### src/rtl/y86_pkg.sv
// rtl/y86_pkg.sv - Y86-64 icode constants and front-end defaults
// Shared by the fetch-stage PC prediction logic.
package y86_pkg;

  localparam int ADDR_W_DEFAULT = 64;
  localparam int HIST_LEN       = 3;

  localparam logic [3:0] IHALT   = 4'h0;
  localparam logic [3:0] INOP    = 4'h1;
  localparam logic [3:0] IRRMOVQ = 4'h2;
  localparam logic [3:0] IIRMOVQ = 4'h3;
  localparam logic [3:0] IRMMOVQ = 4'h4;
  localparam logic [3:0] IMRMOVQ = 4'h5;
  localparam logic [3:0] IOPQ    = 4'h6;
  localparam logic [3:0] IJXX    = 4'h7;
  localparam logic [3:0] ICALL   = 4'h8;
  localparam logic [3:0] IRET    = 4'h9;
  localparam logic [3:0] IPUSHQ  = 4'hA;
  localparam logic [3:0] IPOPQ   = 4'hB;

  // Instructions whose predicted successor is their constant field.
  function automatic logic is_valc_target(input logic [3:0] icode);
    return (icode == IJXX) || (icode == ICALL);
  endfunction

endpackage

### src/rtl/ras_stack.sv
// rtl/ras_stack.sv - circular return-address stack with pointer restore
// Restore/clear form a base state this cycle; push/pop act on top of it.
module ras_stack #(
  parameter int ADDR_W = 64,
  parameter int DEPTH  = 8
) (
  input  logic                         clk,
  input  logic                         rst,
  input  logic                         i_en,
  input  logic                         i_restore,
  input  logic [$clog2(DEPTH)-1:0]     i_restore_top,
  input  logic [$clog2(DEPTH+1)-1:0]   i_restore_cnt,
  input  logic                         i_clear,
  input  logic                         i_push,
  input  logic                         i_pop,
  input  logic [ADDR_W-1:0]            i_push_data,
  output logic [ADDR_W-1:0]            o_top_data,
  output logic [$clog2(DEPTH+1)-1:0]   o_base_cnt,
  output logic [$clog2(DEPTH)-1:0]     o_nxt_top,
  output logic [$clog2(DEPTH+1)-1:0]   o_nxt_cnt,
  output logic [$clog2(DEPTH+1)-1:0]   o_cnt,
  output logic                         o_overflow
);

  localparam int PTR_W = $clog2(DEPTH);
  localparam int CNT_W = $clog2(DEPTH+1);
  localparam logic [PTR_W-1:0] PTR_ONE  = PTR_W'(1);
  localparam logic [CNT_W-1:0] CNT_ONE  = CNT_W'(1);
  localparam logic [CNT_W-1:0] CNT_FULL = CNT_W'(DEPTH);

  logic [ADDR_W-1:0] r_mem [DEPTH];
  logic [PTR_W-1:0]  r_top;
  logic [CNT_W-1:0]  r_cnt;
  logic              r_overflow;

  logic [PTR_W-1:0]  w_base_top;
  logic [CNT_W-1:0]  w_base_cnt;
  logic [PTR_W-1:0]  w_nxt_top;
  logic [CNT_W-1:0]  w_nxt_cnt;
  logic              w_ovf_set;

  always_comb begin
    w_base_top = r_top;
    w_base_cnt = r_cnt;
    if (i_restore) begin
      w_base_top = i_restore_top;
      w_base_cnt = i_restore_cnt;
    end
    if (i_clear) begin
      w_base_cnt = '0;
    end

    w_nxt_top = w_base_top;
    w_nxt_cnt = w_base_cnt;
    w_ovf_set = 1'b0;
    // DEPTH is a power of two, so pointer wrap is plain binary overflow.
    if (i_push) begin
      w_nxt_top = w_base_top + PTR_ONE;
      if (w_base_cnt == CNT_FULL) begin
        w_ovf_set = 1'b1;
      end else begin
        w_nxt_cnt = w_base_cnt + CNT_ONE;
      end
    end else if (i_pop && (w_base_cnt != '0)) begin
      w_nxt_top = w_base_top - PTR_ONE;
      w_nxt_cnt = w_base_cnt - CNT_ONE;
    end
  end

  always_ff @(posedge clk) begin
    if (rst) begin
      r_top      <= '0;
      r_cnt      <= '0;
      r_overflow <= 1'b0;
    end else if (i_en) begin
      r_top <= w_nxt_top;
      r_cnt <= w_nxt_cnt;
      if (w_ovf_set) begin
        r_overflow <= 1'b1;
      end
    end
  end

  always_ff @(posedge clk) begin
    if (i_en && i_push) begin
      r_mem[w_nxt_top] <= i_push_data;
    end
  end

  assign o_top_data = r_mem[w_base_top];
  assign o_base_cnt = w_base_cnt;
  assign o_nxt_top  = w_nxt_top;
  assign o_nxt_cnt  = w_nxt_cnt;
  assign o_cnt      = r_cnt;
  assign o_overflow = r_overflow;

endmodule

### src/rtl/pc_predict_unit.sv
// rtl/pc_predict_unit.sv - fetch PC select and next-PC prediction
// Optional return-address stack enabled by defining PC_PREDICT_RAS_EN.
module pc_predict_unit
  import y86_pkg::*;
#(
  parameter int                ADDR_W    = ADDR_W_DEFAULT,
  parameter int                RAS_DEPTH = 8,
  parameter logic [ADDR_W-1:0] RESET_PC  = '0
) (
  input  logic                             clk,
  input  logic                             rst,
  input  logic                             stall,
  input  logic                             f_valid,
  input  logic [3:0]                       f_icode,
  input  logic [ADDR_W-1:0]                f_valC,
  input  logic [ADDR_W-1:0]                f_valP,
  input  logic [3:0]                       m_icode,
  input  logic                             m_cnd,
  input  logic [ADDR_W-1:0]                m_valA,
  input  logic [3:0]                       w_icode,
  input  logic [ADDR_W-1:0]                w_valM,
  input  logic [ADDR_W-1:0]                w_predpc,
  output logic [ADDR_W-1:0]                f_pc,
  output logic [ADDR_W-1:0]                pred_pc,
  output logic                             ret_redirect,
  output logic                             jmp_redirect,
  output logic                             ret_pending,
  output logic [$clog2(RAS_DEPTH+1)-1:0]   ras_count,
  output logic                             ras_overflow
);

  logic [ADDR_W-1:0] r_pred;
  logic [ADDR_W-1:0] w_pred_nxt;
  logic [ADDR_W-1:0] w_ret_target;
  logic              w_jmp;
  logic              w_ret;
  logic              w_fetch;

  // jXX is always predicted taken, so only a not-taken jump in M redirects.
  assign w_jmp   = !rst && (m_icode == IJXX) && !m_cnd;
  assign w_fetch = !stall && f_valid;

`ifdef PC_PREDICT_RAS_EN
  localparam int PTR_W = $clog2(RAS_DEPTH);
  localparam int CNT_W = $clog2(RAS_DEPTH+1);

  logic [ADDR_W-1:0] w_ras_top;
  logic [CNT_W-1:0]  w_ras_base_cnt;
  logic [PTR_W-1:0]  w_ras_nxt_top;
  logic [CNT_W-1:0]  w_ras_nxt_cnt;
  logic [CNT_W-1:0]  w_ras_cnt;
  logic              w_ras_ovf;
  logic [PTR_W-1:0]  r_hist_top [HIST_LEN];
  logic [CNT_W-1:0]  r_hist_cnt [HIST_LEN];

  // A correctly predicted ret carries its RAS target as w_predpc.
  assign w_ret = !rst && (w_icode == IRET) && (w_valM != w_predpc);

  ras_stack #(
    .ADDR_W (ADDR_W),
    .DEPTH  (RAS_DEPTH)
  ) u_ras (
    .clk           (clk),
    .rst           (rst),
    .i_en          (!stall),
    .i_restore     (w_jmp),
    .i_restore_top (r_hist_top[HIST_LEN-1]),
    .i_restore_cnt (r_hist_cnt[HIST_LEN-1]),
    .i_clear       (w_ret),
    .i_push        (w_fetch && (f_icode == ICALL)),
    .i_pop         (w_fetch && (f_icode == IRET)),
    .i_push_data   (f_valP),
    .o_top_data    (w_ras_top),
    .o_base_cnt    (w_ras_base_cnt),
    .o_nxt_top     (w_ras_nxt_top),
    .o_nxt_cnt     (w_ras_nxt_cnt),
    .o_cnt         (w_ras_cnt),
    .o_overflow    (w_ras_ovf)
  );

  // The oldest entry is the post-op state from when the jump now in M was fetched.
  always_ff @(posedge clk) begin
    if (rst) begin
      for (int i = 0; i < HIST_LEN; i++) begin
        r_hist_top[i] <= '0;
        r_hist_cnt[i] <= '0;
      end
    end else if (!stall) begin
      r_hist_top[0] <= w_ras_nxt_top;
      r_hist_cnt[0] <= w_ras_nxt_cnt;
      for (int i = 1; i < HIST_LEN; i++) begin
        r_hist_top[i] <= r_hist_top[i-1];
        r_hist_cnt[i] <= r_hist_cnt[i-1];
      end
    end
  end

  assign w_ret_target = (w_ras_base_cnt != '0) ? w_ras_top : f_valP;
  assign ras_count    = w_ras_cnt;
  assign ras_overflow = w_ras_ovf;
  assign ret_pending  = 1'b0;
`else
  logic r_ret_pending;
  logic w_unused_predpc;

  // Without a RAS every ret is resolved in W and the front end bubbles meanwhile.
  assign w_ret = !rst && (w_icode == IRET);

  always_ff @(posedge clk) begin
    if (rst) begin
      r_ret_pending <= 1'b0;
    end else if (!stall) begin
      if (f_valid && (f_icode == IRET)) begin
        r_ret_pending <= 1'b1;
      end else if (w_icode == IRET) begin
        r_ret_pending <= 1'b0;
      end
    end
  end

  assign w_unused_predpc = ^w_predpc;
  assign w_ret_target    = f_valP;
  assign ras_count       = '0;
  assign ras_overflow    = 1'b0;
  assign ret_pending     = r_ret_pending;
`endif

  assign f_pc = rst   ? RESET_PC :
                w_ret ? w_valM   :
                w_jmp ? m_valA   : r_pred;

  always_comb begin
    w_pred_nxt = f_pc;
    if (f_valid) begin
      if (is_valc_target(f_icode)) begin
        w_pred_nxt = f_valC;
      end else if (f_icode == IRET) begin
        w_pred_nxt = w_ret_target;
      end else begin
        w_pred_nxt = f_valP;
      end
    end
  end

  always_ff @(posedge clk) begin
    if (rst) begin
      r_pred <= RESET_PC;
    end else if (!stall) begin
      r_pred <= w_pred_nxt;
    end
  end

  assign pred_pc      = r_pred;
  assign ret_redirect = w_ret;
  assign jmp_redirect = w_jmp;

endmodule

### config.mk
export PLATFORM = sky130hd
export DESIGN_NAME = pc_predict_unit
export DESIGN_NICKNAME = d
export VERILOG_FILES = /design/src/rtl/y86_pkg.sv /design/src/rtl/ras_stack.sv /design/src/rtl/pc_predict_unit.sv
export SDC_FILE = /design/constraint.sdc
export NUM_CORES = 1
export LEC_CHECK = 0
export CAP_MARGIN = 5
export CORE_AREA = 5 5 183 185
export CTS_CLUSTER_DIAMETER = 150
export DETAILED_ROUTE_END_ITERATION = 8
export DIE_AREA = 0 0 188 190
export PLACE_DENSITY_LB_ADDON = 0.1
export SKIP_CTS_REPAIR_TIMING = 1
export SYNTH_ARGS = -nofsm -noshare
export SYNTH_HDL_FRONTEND = slang
export SYNTH_SLANG_ARGS = --single-unit
### constraint.sdc
create_clock -name clk -period 1.6 [get_ports clk]
set_input_delay 0.16 -clock clk [delete_from_list [all_inputs] [get_ports clk]]
set_output_delay 0.16 -clock clk [all_outputs]
set_load 0.01 [all_outputs]
Word level (Yosys, flattened, before mapping)
Cells that the tools add are included.
{ "totals": {"regBits": 65, "in_bits": 337} }
{ "op_classes": {"eq_ne": 5, "n_bitwise": 1, "mux": 7, "reduce_logical": 9} }
{ "op_table": {"columns": ["op", "count"], "rows": [
  ["64-bit two-way mux", 5],
  ["4-bit == test, second input constant", 3],
  ["4-bit by 3-bit == test with 1-bit output, second input constant", 2],
  ["1-bit logical AND", 4],
  ["1-bit logical NOT", 2],
  ["1-bit two-way mux", 2],
  ["2-bit AND reduction", 1],
  ["2-bit nonzero test", 1],
  ["1-bit logical OR", 1],
  ["1-bit NOT", 1]
]} }

Longest topological paths before layout
{ "logic_depth": {"word_depth": 7, "mapped_depth": 7, "depth_no_buf": 4} }

Worst setup path before layout
OpenSTA, ideal clock, no wires.
{ "synth_timing": {"path_type": "input port to flip-flop", "start": "in rst", "end": "reg r_pred[50] (netlist: pred_pc[50])", "path_buffers": 3, "setup_slack_ps": 1, "cell_stages": 7, "t_arrival_ps": 1458, "setup_time_ps": 141, "cell_sequence": "buf_6 or4b_4 buf_6 clkbuf_2 o21ai_1 a311o_2 o221ai_1"} }
{ "synth_between": {"elab_chain_len": 7, "elab_cells_between_ends": 8, "classes_between": "mux: 4; reduce/logical: 4"} }
{ "synth_lines": {"columns": ["item", "line", "source"], "rows": [
  ["start: declaration", "pc_predict_unit.sv:11", "input logic rst,"],
  ["1-bit logical NOT", "pc_predict_unit.sv:40, pc_predict_unit.sv:107", null],
  ["1-bit logical AND (2 in series)", "pc_predict_unit.sv:40", "assign w_jmp = !rst && (m_icode == IJXX) && !m_cnd;"],
  ["64-bit two-way mux", "pc_predict_unit.sv:130", "w_jmp ? m_valA : r_pred;"],
  ["64-bit two-way mux", "pc_predict_unit.sv:129", "w_ret ? w_valM :"],
  ["64-bit two-way mux", "pc_predict_unit.sv:128", "assign f_pc = rst ? RESET_PC :"],
  ["64-bit two-way mux", "pc_predict_unit.sv:134", "if (f_valid) begin"],
  ["end signal: assignment", "pc_predict_unit.sv:149", "r_pred <= w_pred_nxt;"],
  ["end: declaration", "pc_predict_unit.sv:32", "logic [ADDR_W-1:0] r_pred;"]
]} }
Parallel ways exist; a longest one is shown, timed or not.
A chain may end at the register's enable or synchronous reset.

Final worst setup path
{ "layout_timing": {"start": "in rst", "end": "out f_pc[52]"} }
{ "layout_between": {"elab_chain_len": 6, "elab_cells_between_ends": 7, "classes_between": "mux: 3; reduce/logical: 4"} }
{ "layout_lines": {"columns": ["item", "line", "source"], "rows": [
  ["1-bit logical NOT", "pc_predict_unit.sv:40, pc_predict_unit.sv:107", null],
  ["1-bit logical AND (2 in series)", "pc_predict_unit.sv:40", null],
  ["64-bit two-way mux", "pc_predict_unit.sv:130", null],
  ["64-bit two-way mux", "pc_predict_unit.sv:129", null],
  ["64-bit two-way mux *", "pc_predict_unit.sv:128", null],
  ["end: declaration", "pc_predict_unit.sv:23", "output logic [ADDR_W-1:0] f_pc,"]
]} }
Mark *: on every way between the ends. The rest lies on a longest branch, timed or not.

==> flow_summary.json <==
{
  "syn_area_per_cell_um2": 7.726,
  "setup_violations": 75,
  "fmax_mhz": 502.6,
  "cp.arrival_ns": 1.83,
  "clk_latency_ns": 0.34,
  "finalHoldViolations": 0,
  "firstDrtPassIters": 5,
  "hold_path.startpoint": "f_icode[1]",
  "yosysSeqAreaShare_pct": 24.59,
  "instances_no_fill": 1605,
  "track_usage_pct": 17.22,
  "cts_root_buf": "clkbuf_16",
  "skew_ns": 0,
  "drc": 0,
  "layout_common_cells": "clkdlybuf4s50_1, buf_4, dfxtp_1",
  "area_delta_synth_final_pct": 133.0,
  "cts_tree": "yes",
  "cts_made_buffers": 9,
  "max_cap_viol_count": 0,
  "ys_types": 31,
  "drtAntennaViolNets": 0,
  "final_cell_area_um2": 12330,
  "netlist_area_um2": 5293,
  "grt_pass1_wl_um": 47810,
  "p_per_area_nw_per_um2": 530.7,
  "cp.required_ns": 1.44,
  "place_area_um2": 10450,
  "rows": 66,
  "synth_edf_count": 0,
  "worst_slew_pin_slew_ns": 0.5655,
  "wirelength_um": 38700,
  "antenna_found_initial": 4,
  "postSynthCellCount": 685,
  "clkSlewWorstSetupHoldPaths_ns": 0.06,
  "synth_seq_cells": 65,
  "post_drt_wl_per_cell_um": 24.11,
  "synth_top_area_share_pct": 24.59,
  "io_pins": 473,
  "rsz0062_at_grt": "yes",
  "worstPathMaxFanout": 8,
  "worstHoldPathType": "input port to flop",
  "drive_above_1_share_pct": 28.42,
  "setup.worst_path.end_class": "output port",
  "gp_congestion": 0.7780,
  "fin_nets": 1525,
  "place_ws_ns": -1.024,
  "die_area_um2": 35720,
  "final_common_cell": "clkdlybuf4s50_1",
  "crit_start": "rst",
  "status": "finished, violations left",
  "synth_warnings": 0,
  "violations": "negative setup slack",
  "vias_per_cell": 4.786,
  "setup_ws_ns": -0.3897,
  "cts_buffer_depth": 2,
  "grt_pass1_vias": 7517,
  "die_w_um": 188,
  "num_vias": 7681,
  "holdWs_ns": 0.3361,
  "p_leak_nw": 5.469,
  "crit_type": "input port to output port",
  "core_um2": 31880,
  "grt.overflow.total": 0,
  "dp_hpwl_um": 23740,
  "die_h_um": 190,
  "fin_crit_ns": 1.990,
  "synth_flop_cell": "dfxtp_1",
  "post-synth-top-area-cell": "dfxtp_1",
  "grt_max_degree": 123,
  "period_share_pct": 124.4,
  "ir_worst_vdd_mv": 0.4910,
  "dp.cells": 1505,
  "synthArstFlopShare_pct": 0,
  "port_buffers": 403,
  "start_util_pct": 16.60,
  "r2r-start": "pred_pc[4]",
  "htree_levels": 3,
  "slew_violations": 0,
  "clkSinkCount": 65,
  "first_iter_violations": 324,
  "synthTopCellsByArea": "dfxtp_1, mux2i_1, o221ai_1",
  "slew-limit-headroom_pct": 62.30,
  "start_kind": "input port"
}
==> cell families after synthesis <==
| logic type | after synthesis | synth area share, % |
|---|---|---|
| AOI/OAI and AO/OA | 253 | 34.56 |
| buffers and inverters | 153 | 12.34 |
| DFF | 65 | 24.59 |
| muxes | 64 | 12.10 |
| other | 1 | 0.07085 |
| and+or+nand+nor | 149 | 16.34 |
==> through the flow <==
step           power, mW  utilization (%)  setup TNS, ns
2_1_floorplan      2.479                -              0
3_3_place_gp       3.936            32.78         -98.50
3_5_place_dp       3.927            32.78        -100.15
4_1_cts            6.322            33.82         -76.63
5_1_grt            6.833            38.67         -22.27
6_report           6.544            38.69         -17.87
==> cell type report <==
type	count	area [µm²]
well taps	408	510.5
fillers	3285	19540
inverters	64	240.2
repair buffers	576	6037
multi-input cells	472	3901
diodes	4	10.01
clock buffers	12	256.5
flip-flops and latches	65	1301
clock inverters	4	75.07
==> metal layers <==
| layer | up-vias | GRT usage, % | share of wire [%] |
|---|---|---|---|
| met5 | - | 0 | 0 |
| met4 | 0 | 4.065 | 1.6 |
| met3 | 31 | 5.193 | 6.7 |
| met2 | 331 | 30.71 | 50 |
| met1 | 3708 | 20.30 | 41 |
| li1 | 3611 | - | - |
==> report_power, final <==
group	internal, mW	total [mW]	leakage [nW]	switching [mW]
clock	1.45	2.32	0.155	0.866
sequential	1.71	1.78	0.531	0.0690
combinational	1.44	2.45	4.78	1.01
total	4.60	6.54	5.47	1.94
==> sequential cells by signal, indices dropped and copies added, names as in the netlist <==
register and count:
pred_pc 64, ret_pending 1
==> worst paths after layout <==
path / depth (start not counted) / end / slack (ns)
worst max-delay path: 9 / f_pc[52] / -0.39
worst min-delay path: 4 / ret_pending / 0.34
worst max register to register: 5 / pred_pc[4] / 0.32
worst min register to register: 2 / ret_pending / 0.48
==> synthesized netlist by cell type, types with 2 or more instances <==
cell type,n
a211o_1,58
a311o_1,5
a31oi_1,59
buf_2,10
buf_4,10
buf_6,3
clkbuf_1,60
clkbuf_2,5
dfxtp_1,65
inv_1,64
mux2i_1,64
nand2_1,2
nand3_1,6
nand3b_1,64
nor2_1,67
o21ai_0,64
o221ai_1,64
or3_1,2
==> worst max-delay path, cell delays in order <==
cell and delay (ns):
buf_12 0.11, nor4b_4 0.45, buf_4 0.22, clkbuf_16 0.16, clkbuf_16 0.15, a31oi_2 0.08, a211o_1 0.29, inv_1 0.08
buf_6 0.11
Note: power is estimated with default switching activity, not from simulation.
